<file path="config.mk">
export PLATFORM = sky130hd
export DESIGN_NAME = bp_be_dcache_wbuf_queue
export DESIGN_NICKNAME = d
export VERILOG_FILES = /design/src/rtl/bp_be_dcache_wbuf_queue.sv
export SDC_FILE = /design/constraint.sdc
export NUM_CORES = 1
export LEC_CHECK = 0
export ABC_AREA = 1
export CAP_MARGIN = 10
export CORE_MARGIN = 2
export CORE_UTILIZATION = 40
export DETAILED_ROUTE_END_ITERATION = 8
export MAX_ROUTING_LAYER = met4
export PLACE_DENSITY_LB_ADDON = 0.08
export SETUP_SLACK_MARGIN = 0.5
export SKIP_LAST_GASP = 1
export SYNTH_ARGS = -nofsm -noshare
export SYNTH_HDL_FRONTEND = slang
export SYNTH_SLANG_ARGS = --single-unit
</file>
<file path="constraint.sdc">
create_clock -name clk_i -period 8.2 [get_ports clk_i]
set_input_delay 0.82 -clock clk_i [delete_from_list [all_inputs] [get_ports clk_i]]
set_output_delay 0.82 -clock clk_i [all_outputs]
set_load 0.02 [all_outputs]
</file>
<file path="src/rtl/bp_be_dcache_wbuf_queue.sv">
// Store write buffer for the backend data cache.
// Accepts word-aligned, byte-masked store entries and drains them in FIFO
// order. A store to the same word as the youngest buffered entry is merged
// into that entry instead of allocating a new slot. A combinational,
// byte-granular bypass returns the youngest buffered byte for each lane of a
// load's word address.
module bp_be_dcache_wbuf_queue #(
  parameter int data_width_p  = 64,
  parameter int paddr_width_p = 22,
  parameter int els_p         = 4,
  localparam int mask_width_lp  = data_width_p / 8,
  localparam int count_width_lp = $clog2(els_p + 1)
) (
  input  logic                      clk_i,
  input  logic                      reset_i,

  input  logic                      v_i,
  input  logic [paddr_width_p-1:0]  addr_i,
  input  logic [data_width_p-1:0]   data_i,
  input  logic [mask_width_lp-1:0]  mask_i,
  output logic                      ready_o,

  output logic                      v_o,
  output logic [paddr_width_p-1:0]  addr_o,
  output logic [data_width_p-1:0]   data_o,
  output logic [mask_width_lp-1:0]  mask_o,
  input  logic                      yumi_i,

  input  logic                      bypass_v_i,
  input  logic [paddr_width_p-1:0]  bypass_addr_i,
  output logic [data_width_p-1:0]   bypass_data_o,
  output logic [mask_width_lp-1:0]  bypass_mask_o,

  output logic [count_width_lp-1:0] count_o,
  output logic                      empty_o
);

  localparam int ptr_width_lp = $clog2(els_p);

  // Entry storage; deliberately not reset, validity is tracked by count_r
  logic [paddr_width_p-1:0] addr_mem [els_p];
  logic [data_width_p-1:0]  data_mem [els_p];
  logic [mask_width_lp-1:0] mask_mem [els_p];

  logic [ptr_width_lp-1:0]   head_r;
  logic [ptr_width_lp-1:0]   tail_r;
  logic [ptr_width_lp-1:0]   tail_prev;
  logic [count_width_lp-1:0] count_r;

  logic full;
  logic empty;
  logic enq;
  logic deq;
  logic youngest_deq;
  logic hit;
  logic alloc;

  assign full  = (count_r == count_width_lp'(els_p));
  assign empty = (count_r == '0);

  // ready_o intentionally ignores yumi_i so a full buffer never passes through
  assign ready_o = ~full;
  assign v_o     = ~empty;
  assign empty_o = empty;
  assign count_o = count_r;

  // Pointers are a power-of-two width, so wrap-around is the natural overflow
  assign tail_prev = tail_r - ptr_width_lp'(1);

  assign enq = v_i & ~full;
  assign deq = yumi_i;

  // Merging into an entry that is leaving this cycle would lose the new bytes
  assign youngest_deq = yumi_i & (count_r == count_width_lp'(1));

  assign hit   = enq & ~empty & (addr_i == addr_mem[tail_prev]) & ~youngest_deq;
  assign alloc = enq & ~hit;

  // Head entry is presented directly from storage
  assign addr_o = addr_mem[head_r];
  assign data_o = data_mem[head_r];
  assign mask_o = mask_mem[head_r];

  // Head, tail and occupancy bookkeeping; reset discards all entries at once
  always_ff @(posedge clk_i or posedge reset_i) begin
    if (reset_i) begin
      head_r  <= '0;
      tail_r  <= '0;
      count_r <= '0;
    end else begin
      if (alloc) begin
        tail_r <= tail_r + ptr_width_lp'(1);
      end
      if (deq) begin
        head_r <= head_r + ptr_width_lp'(1);
      end
      case ({alloc, deq})
        2'b10:   count_r <= count_r + count_width_lp'(1);
        2'b01:   count_r <= count_r - count_width_lp'(1);
        default: count_r <= count_r;
      endcase
    end
  end

  // Entry writes: allocate a fresh slot at tail, or merge masked lanes into the youngest
  always_ff @(posedge clk_i) begin
    if (alloc) begin
      addr_mem[tail_r] <= addr_i;
      data_mem[tail_r] <= data_i;
      mask_mem[tail_r] <= mask_i;
    end else if (hit) begin
      for (int b = 0; b < mask_width_lp; b++) begin
        if (mask_i[b]) begin
          data_mem[tail_prev][8*b +: 8] <= data_i[8*b +: 8];
          mask_mem[tail_prev][b]        <= 1'b1;
        end
      end
    end
  end

  logic [ptr_width_lp-1:0] scan_idx;

  // Bypass scan from oldest to youngest so the youngest matching byte wins per lane
  always_comb begin
    bypass_data_o = '0;
    bypass_mask_o = '0;
    scan_idx      = '0;
    if (bypass_v_i) begin
      for (int i = 0; i < els_p; i++) begin
        scan_idx = head_r + ptr_width_lp'(i);
        if ((count_width_lp'(i) < count_r) && (addr_mem[scan_idx] == bypass_addr_i)) begin
          for (int b = 0; b < mask_width_lp; b++) begin
            if (mask_mem[scan_idx][b]) begin
              bypass_data_o[8*b +: 8] = data_mem[scan_idx][8*b +: 8];
              bypass_mask_o[b]        = 1'b1;
            end
          end
        end
      end
    end
  end

  // Consumer may only take the head when one exists
  a_yumi_when_valid: assert property (@(posedge clk_i) disable iff (reset_i)
    !(yumi_i && !v_o));

  // A valid store must write at least one byte
  a_mask_nonzero: assert property (@(posedge clk_i) disable iff (reset_i)
    !(v_i && (mask_i == '0)));

endmodule
</file>
==> reports/metrics.yaml <==
ys_seq_area_share_pct: 42.85
ios: 293
numCtsBuffers: 46
place.gp.congestion: 0.9744
hold_viol_final: 0
cp.arrival_ps: 6380
fin_hold_ws_ps: 508.5
start_util_pct: 40.55
cts_tree: "done"
r2r_cells: 18
grt_pass1_wl_um: 140500
area_growth_pct: 17.82
die_h_um: 262.6
intPower_uw: 5865
drtIter0Drc: 2263
period_needed_ps: 7204
setup_viol: 0
wl_met2_um: 43150
max_freq_mhz: 138.8
outcome: "complete, no violations"
cts_setup_buffers: 0
finalCritPeriodShare_pct: 87.85
rrSetupSlack_ps: 2390
grt_pass1_vias: 23360
endpoint: "bypass_data_o[7]"
post-dp-hpwl_um: 63500
netlist_area_sq_mm: 0.02676
nets: 4068
reg2reg_from: "tail_r[0]"
synth_top_area_share_pct: 42.20
std_cell_rows: 94
worstSetupPathType: "register to primary output"
overflow: 0
clock-sinks: 383
final_antenna_net_count: 0
relSlewSlack_pct: 18.72
syn_avg_cell_area_sq_um: 7.054
io_buffers: 292
die-area_sq_mm: 0.06897
dpl_cell_area_sq_mm: 0.03000
grt_max_degree: 257
p_clk_share_pct: 17.1
ys_warn_count: 0
drt-pass1-iter-count: 6
postSynthCellCount: 3793
cts_max_level: 2
synth_common_cells: "nand2_1, o21ai_0, inv_1"
startpoint: "head_r[0]"
wl_met1_um: 39660
rsz0062_at_grt: "no"
setup.worst_path.end_class: "primary output"
root_buffer: "clkbuf_16"
crit_fanout: 105
cts_hold_buf: 0
ys_top_cells_by_area: "edfxtp_1, nand2_1, o21ai_0"
dieWidth_um: 262.6
synthDistinctLibCells: 36
finalSetupTns_ps: 0
drive_gt1_share_pct: 3.852
worstReg2RegEnd: "data_mem[0][45]"
fin_area_sq_mm: 0.03152
async_flop_share_pct: 1.828
pwr-share-comb_pct: 59.1
clk_pin_slew_worst_paths_ps: 70
routed.top_layer: "met4"
crit_required_ps: 7380
switchingPower_uw: 6127
leakage_uw: 0.01332
seqPwrFrac_pct: 23.8
synth_largest_area_cell: "edfxtp_1"
dr_total_vias: 25500
wl_met3_um: 6600
via_per_inst: 5.266
hold_path.class: "input pin to async pin"
post-route-util_pct: 47.78
ys_ff_latch: 383
slew_viol_final: 0
p_per_area_mw_per_mm2: 380.4
vdd_drop_max_v: 0.0005156
synth.most_common_cell: "nand2_1"
worst_setup_path_start_kind: "register"
drcViolationCount: 0
switching_share_pct: 51.09
ys.flop_type: "edfxtp_1"
core_area_sq_mm: 0.06598
cap_violations: 0
clock_latency_ps: 580
synth-edff-count: 376
clockBufferDepth: 3
cts_resized: 0
antenna_found_initial: 7
route.detailed.wl_per_inst_um: 19.17
tightest_slew_ps: 1215
wl_um: 92850
grtUsageTotal_pct: 27.26
syn_nets: 3923
fin_worst_skew_ps: 20.09
==> per-layer routing <==
layer | global-route usage [%] | vias up
met5 | - | -
met4 | 10.22 | 0
met3 | 4.610 | 166
met2 | 43.45 | 840
met1 | 34.81 | 11630
li1 | - | 12870
==> state kept, by name, summed over array words and instances, names as in the netlist <==
name      cells
data_mem    256
count_o       3
mask_mem     32
addr_mem     88
tail_r        2
head_r        2
==> power by group through the flow <==
stage               sequential, uW  combinational (uW)  clock, uW
global placement              2890                7030          0
floorplan                     2750                4820          0
finish                        2850                7090       2050
detailed placement            2890                7040          0
global route                  2900                7890       2160
CTS                           2850                7060       2090
==> cells in the final DEF (no fill, tap or decap), drive strengths merged, types with 5 or more instances in the layout <==
master         synthesis  final
dfrtp                  7      7
clkinv                 0     16
xor2                  17     17
nor2                 279    279
o21ai                575    575
nand2               1315   1315
a21oi                 69     69
inv                  395    396
o22ai                  6      6
nand4                 84     84
ha                     9      9
buf                  129     23
edfxtp               376    376
clkbuf                89     53
o211ai                64     64
or2                   12     12
nand3                338    338
diode                  0      7
bufinv                 0      5
nand3b                17     17
clkinvlp               0      7
clkdlybuf4s50          0    292
==> per-stage QoR <==
stage               cells  setup slack (ps)  total power, uW
floorplan            3793              4314             7564
global placement     4754              1464             9913
detailed placement   4754              1475             9936
CTS                  4836             826.2            12010
global route         4842             529.0            12950
finish               4843             996.5            11990
==> cell type report <==
class                      count  area, sq um
antenna                        7        17.52
sequential                   383        11470
tap                          864         1081
fill                        6697        34460
inverter                     395         1495
clock inverter                29        307.8
clock buffer                  53         1197
multi-input combinational   2797        12820
timing repair buffer         315         3133
==> worst max-delay path: stages, from the launching register on <==
cell and delay [ps]:
dfrtp_4 810, inv_8 530, nand2_1 180, nand2_4 730, nand3_1 140, nand2_1 120
xor2_1 310, nand3_1 150, nor2_1 160, nand3_2 620, nor2_2 600, buf_4 260
o211ai_1 100, a21oi_1 360, clkdlybuf4s50_1 680
==> logic make-up after synthesis <==
| logic type | Yosys count | synth area share (%) |
|---|---|---|
| compound gates | 720 | 14.17 |
| xor+xnor | 19 | 0.6220 |
| fa+ha+maj | 9 | 0.4209 |
| buf+inv | 613 | 9.343 |
| flops | 383 | 42.85 |
| mux | 1 | 0.03741 |
| simple gates | 2048 | 32.55 |
==> worst min-delay path by stage <==
stage | cells after the start | end | from | slack (ps)
finish | 2 | tail_r[0] | reset_i | 510
global route | 2 | count_o[0] | reset_i | 520
CTS | 2 | count_o[0] | reset_i | 500
detailed placement | 2 | count_o[1] | count_o[1] | 570
global placement | 2 | count_o[1] | count_o[1] | 560
floorplan | 2 | tail_r[1] | tail_r[1] | 520
(Power assumes the default switching activity.)
